### src/rtl/trap_handler_unit.sv
// trap_handler_unit: supervisor trap sequencer that drains the pipeline, redirects fetch to stvec and returns to sepc on SRET
// Ports:
//   clk_i             clock, rising edge
//   rst_ni            asynchronous active-low reset
//   exception_flag_i  trap request from the exception detector
//   scause_i          cause code, valid with exception_flag_i
//   sepc_i            faulting PC, valid with exception_flag_i
//   sret_i            SRET decoded in ID, one-cycle pulse
//   csr_we_i          CSR write strobe
//   csr_addr_i        CSR address: 0x105 stvec, 0x141 sepc, 0x142 scause
//   csr_wdata_i       CSR write data
//   csr_rdata_o       combinational CSR read data, unknown addresses read 0
//   flush_o           squash IF/ID/EX
//   stall_if_o        freeze the PC register
//   pc_redirect_o     one-cycle strobe to load pc_target_o into PC
//   pc_target_o       redirect address
//   in_trap_o         trap handler is executing
//   double_fault_o    sticky flag for a trap taken inside the handler
module trap_handler_unit #(
    parameter int              XLEN         = 64,
    parameter logic [XLEN-1:0] STVEC_RESET  = 'h100,
    parameter int              FLUSH_CYCLES = 2
) (
    input  logic            clk_i,
    input  logic            rst_ni,
    input  logic            exception_flag_i,
    input  logic [31:0]     scause_i,
    input  logic [XLEN-1:0] sepc_i,
    input  logic            sret_i,
    input  logic            csr_we_i,
    input  logic [11:0]     csr_addr_i,
    input  logic [XLEN-1:0] csr_wdata_i,
    output logic [XLEN-1:0] csr_rdata_o,
    output logic            flush_o,
    output logic            stall_if_o,
    output logic            pc_redirect_o,
    output logic [XLEN-1:0] pc_target_o,
    output logic            in_trap_o,
    output logic            double_fault_o
);
    typedef enum logic [2:0] {ST_IDLE, ST_FLUSH, ST_REDIRECT, ST_HANDLER, ST_RETURN} state_t;

    localparam logic [XLEN-1:0] STVEC_INIT = {STVEC_RESET[XLEN-1:2], 2'b00};
    localparam logic [3:0]      CNT_INIT   = 4'(FLUSH_CYCLES - 1);

    state_t          state_q, state_d;
    logic [3:0]      cnt_q, cnt_d;
    logic [XLEN-1:0] stvec_q, stvec_d, sepc_q, sepc_d, target_d;
    logic [31:0]     scause_q, scause_d;
    logic            take, df_d;
    logic            flush_d, stall_d, redir_d, in_trap_d;

    always_comb begin
        state_d = state_q;
        cnt_d   = cnt_q;
        take    = 1'b0;
        case (state_q)
            ST_IDLE:     take = exception_flag_i;
            ST_FLUSH:    begin
                state_d = (cnt_q == 4'd0) ? ST_REDIRECT : ST_FLUSH;
                cnt_d   = (cnt_q == 4'd0) ? cnt_q : cnt_q - 4'd1;
            end
            ST_REDIRECT: state_d = ST_HANDLER;
            ST_HANDLER:  begin
                take    = exception_flag_i;
                state_d = sret_i ? ST_RETURN : ST_HANDLER;
            end
            ST_RETURN:   state_d = ST_IDLE;
            default:     state_d = ST_IDLE;
        endcase
        // a trap request overrides any other transition, including a simultaneous SRET
        if (take) begin
            state_d = ST_FLUSH;
            cnt_d   = CNT_INIT;
        end
    end

    // trap capture has priority over software writes to sepc/scause
    assign stvec_d  = (csr_we_i && csr_addr_i == 12'h105) ? {csr_wdata_i[XLEN-1:2], 2'b00} : stvec_q;
    assign sepc_d   = take ? sepc_i : (csr_we_i && csr_addr_i == 12'h141) ? csr_wdata_i : sepc_q;
    assign scause_d = take ? scause_i : (csr_we_i && csr_addr_i == 12'h142) ? csr_wdata_i[31:0] : scause_q;
    assign df_d     = double_fault_o | (state_q == ST_HANDLER && exception_flag_i);

    // outputs are registered by decoding the next state, so stvec/sepc writes landing on the
    // entry edge are reflected in the redirect target
    assign flush_d   = state_d inside {ST_FLUSH, ST_REDIRECT, ST_RETURN};
    assign stall_d   = state_d == ST_FLUSH;
    assign redir_d   = state_d inside {ST_REDIRECT, ST_RETURN};
    assign in_trap_d = state_d inside {ST_HANDLER, ST_RETURN};
    assign target_d  = (state_d == ST_REDIRECT) ? stvec_d : (state_d == ST_RETURN) ? sepc_d : '0;

    always_ff @(posedge clk_i or negedge rst_ni) begin
        if (!rst_ni) begin
            state_q        <= ST_IDLE;
            cnt_q          <= '0;
            stvec_q        <= STVEC_INIT;
            sepc_q         <= '0;
            scause_q       <= '0;
            flush_o        <= 1'b0;
            stall_if_o     <= 1'b0;
            pc_redirect_o  <= 1'b0;
            pc_target_o    <= '0;
            in_trap_o      <= 1'b0;
            double_fault_o <= 1'b0;
        end else begin
            state_q        <= state_d;
            cnt_q          <= cnt_d;
            stvec_q        <= stvec_d;
            sepc_q         <= sepc_d;
            scause_q       <= scause_d;
            flush_o        <= flush_d;
            stall_if_o     <= stall_d;
            pc_redirect_o  <= redir_d;
            pc_target_o    <= target_d;
            in_trap_o      <= in_trap_d;
            double_fault_o <= df_d;
        end
    end

    assign csr_rdata_o = (csr_addr_i == 12'h105) ? stvec_q :
                         (csr_addr_i == 12'h141) ? sepc_q :
                         (csr_addr_i == 12'h142) ? {{(XLEN-32){1'b0}}, scause_q} : '0;
endmodule

### config.mk
export PLATFORM = sky130hd
export DESIGN_NAME = trap_handler_unit
export DESIGN_NICKNAME = d
export VERILOG_FILES = /design/src/rtl/trap_handler_unit.sv
export SDC_FILE = /design/constraint.sdc
export NUM_CORES = 1
export LEC_CHECK = 0
export CAP_MARGIN = 20
export CORE_MARGIN = 5
export CORE_UTILIZATION = 43
export DETAILED_ROUTE_END_ITERATION = 8
export GPL_TIMING_DRIVEN = 0
export MAX_ROUTING_LAYER = met4
export PLACE_DENSITY = 0.81
export SYNTH_ARGS = -nofsm -noshare
export SYNTH_HDL_FRONTEND = slang
export SYNTH_SLANG_ARGS = --single-unit
export TNS_END_PERCENT = 5
### constraint.sdc
create_clock -name clk_i -period 3.08 [get_ports clk_i]
set_clock_uncertainty 0.2 [all_clocks]
set_input_delay 0.616 -clock clk_i [delete_from_list [all_inputs] [get_ports clk_i]]
set_output_delay 0.616 -clock clk_i [all_outputs]
set_load 0.01 [all_outputs]
==> flow_summary_export.csv <==
group,metric,value,unit
status,status,"finished with violations",
status,violations,"negative hold slack, negative setup slack",
worst_setup_path,worst_r2r_startpoint,"cnt_q[0]",
finish,num-nets-final,1563,
synthesis,synth-seq-area-share,55.0,%
timing,worst_slew_margin_rel,37.5,%
drt,drtPass1Iterations,5,
clock_network,numCtsBuffers,26,
synthesis,postSynthCellCount,1016,
timing,fmax,0.300,GHz
power_and_ir_drop,leakage,6.98,nW
floorplan,design.core.area,0.0245,sq mm
power_and_ir_drop,power.density,666,mW/mm^2
clock_network,cts.sinks,236,
placed_design,port-buffer-count,309,
grt,grtUsageTotal,27.2,%
worst_setup_path,cpMostUsedCell,"buf_6",
grt,grt_pass1_vias,10200,
clock_network,clk_pin_slew,60,ps
synthesis,yosysWarnings,0,
finish,final_cell_mix,"dfrtp_1, clkdlybuf4s50_1, nand2_1",
grt,grt_pass1_wl,59.2,mm
floorplan,die_w,168,microns
timing,drv_slew,0,
worst_setup_path,critical_path_required,2260,ps
grt,antenna_found_initial,2,
synthesis,syn_avg_cell_area,10.6,sq um
floorplan,fp.dieH,168,microns
timing,fin_crit,3330,ps
worst_setup_path,timing.rr.end,"pc_target_o[30]",
drt,via_count,9783,
grt,overflow,0,
floorplan,die_area,0.0282,sq mm
clock_network,htree_levels,1,
floorplan,initial_core_util,43.9,%
placed_design,gp_congestion,0.882,
synthesis,synthDistinctLibCells,40,
worst_setup_path,crit_path_max_incr_delay,520,ps
worst_setup_path,end_kind,"output port",
drt,drc,0,
synthesis,synth_seq_cells,236,
finish,stdcell_area,0.0155,sq mm
drt,wl_per_cell,22.4,microns
finish,syn_to_final_growth,44.7,%
grt,grt_max_degree,121,
drt,ant_nets,0,
drt,viasPerCell,5.66,
clock_network,worstSkewPairLatency,530,ps
timing,tns,-8010,ps
timing,hold_slack,-69.9,ps
worst_setup_path,start_kind,"primary input",
drt,first_iter_violations,1078,
worst_setup_path,cp.arrival,2510,ps
synthesis,synth_ff_type,"dfrtp_1",
timing,finalCritPeriodShare,108,%
finish,drive_gt1_share,20.1,%
placed_design,detailedPlace.worstSlack,-1500,ps
finish,final_common_cell,"dfrtp_1",
synthesis,synth_edf_count,0,
power_and_ir_drop,ir_worst_vdd,0.340,mV
job,cap_violations,0,
power_and_ir_drop,finalPower,10.4,mW
synthesis,syn_area,0.0107,sq mm
timing,hold_viol,36,
synthesis,synthArstFlopShare,100,%
worst_setup_path,cp_slowest_cell,"or4_4",
worst_setup_path,r2r_setup_slack,180,ps
timing,setup_ws,-249,ps
clock_network,cts_buffer_depth,3,
worst_setup_path,ff2ff_path_depth,7,
worst_setup_path,crit_chain,"buf_6 -> or4_4 -> or3b_4 -> nor3_4 -> buf_6 -> buf_12 -> buf_8 -> a22o_1 -> buf_2",
worst_setup_path,path_delay_family,"simple AND/OR/NAND/NOR gates",
floorplan,rows,57,
drt,routed_wl,38.7,mm
floorplan,ioPinCount,310,
timing,setup_viol,62,
timing,worstMarginPinSlew,938,ps
placed_design,hpwl,26.5,mm
clock_network,cts_tree,"yes",
worst_setup_path,worstPathMaxFanout,5,
worst_setup_path,crit_type,"in -> out",
timing,grt_setup_unrepaired,"yes",
clock_network,clockRootBuffer,"clkbuf_16",
placed_design,place_area,0.0143,sq mm
worst_hold_path,hp-class,"in -> async",
worst_setup_path,path_buf_inv,5,
synthesis,synth_fp_nets,1195,
## kinds of logic after synthesis
kind of cell             count (synthesis)  share of synthesized area [%]
AO/OA/AOI/OAI                          259                           17.8
XOR/XNOR                                 4                          0.326
adder cells (fa/ha/maj)                  2                          0.233
buffers and inverters                   90                           3.77
flip-flops                             236                           55.0
multiplexers                            94                           9.49
AND/OR/NAND/NOR                        331                           13.4
## worst max path at each step
stage / slack, ps / endpoint / from / cells after the start
final: -250 / csr_rdata_o[39] / csr_addr_i[4] / 9
after global routing: -310 / csr_rdata_o[61] / csr_addr_i[4] / 9
after detailed placement: -1500 / csr_rdata_o[35] / csr_addr_i[11] / 8
after global placement: -8930 / pc_target_o[18] / rst_ni / 1
after CTS: -400 / csr_rdata_o[39] / csr_addr_i[4] / 10
after floorplan: -10 / csr_rdata_o[32] / csr_addr_i[11] / 6
## report_power, final
| part | leakage, nW | total, mW | internal (mW) | switching (mW) |
|---|---|---|---|---|
| Combinational | 3.53 | 3.03 | 1.28 | 1.75 |
| Sequential | 3.03 | 4.24 | 3.84 | 0.404 |
| Clock | 0.423 | 3.08 | 1.82 | 1.26 |
## layer usage
layer  wire length [microns]  vias up  part of all wire [%]  global-route usage [%]
li1                        -     4323                     -                       -
met1                   15400     4844                    40                    35.2
met2                   18700      492                    48                    43.2
met3                    2820      124                   7.3                    4.38
met4                    1810        0                   4.7                    10.7
met5                       0        -                     0                       -
## registers in the layout (all words and copies together), names as in the netlist
register	count
pc_target_o	64
stall_if_o	1
double_fault_o	1
scause_q	32
stvec_q	64
flush_o	1
in_trap_o	1
sepc_q	64
pc_redirect_o	1
state_q	3
cnt_q	4
## cell usage after synthesis, types with 2 or more instances
cell / count / area, sq um
a21oi_1: 33 / 165
a22o_1: 94 / 823
a22oi_1: 32 / 240
a32o_1: 2 / 20.0
and2_1: 3 / 18.8
and3b_1: 2 / 17.5
buf_1: 4 / 15.0
buf_2: 14 / 70.1
buf_6: 6 / 67.6
clkbuf_1: 61 / 229
dfrtp_1: 235 / 5880
ha_1: 2 / 25.0
inv_1: 4 / 15.0
mux2_2: 62 / 698
mux2i_1: 32 / 320
nand2_1: 169 / 634
nand2b_1: 3 / 18.8
nand3_1: 65 / 325
nand3b_1: 2 / 15.0
nor2_1: 71 / 267
nor2b_1: 4 / 25.0
nor3b_1: 2 / 15.0
o21a_1: 64 / 480
o21ai_0: 32 / 160
xnor2_1: 2 / 17.5
xor2_1: 2 / 17.5
## cell type report
type	instances	area (sq um)
flip-flops and latches	236	5910
plain buffers	85	586
clock inverters	8	65.1
repair buffers	341	3230
diodes	2	5.00
well taps	324	405
fillers	1924	8930
inverters	4	15.0
multi-input cells	690	4540
clock buffers	38	777
## through the flow
stage / util, % / cells
floorplan: - / 1016
global placement: 58.2 / 1649
detailed placement: 58.4 / 1650
CTS: 62.6 / 1710
global route: 63.5 / 1728
finish: 63.5 / 1728
## repair_timing
item,in CTS,in global routing
hold buffers,0,0
gates resized for setup,351,44
setup endpoints to repair,192,93
pin swaps,11,23
cloned,2,1
endpoints found under the hold margin,0,0
buffers inserted,12,16
Note: power is estimated with default switching activity, not from simulation.
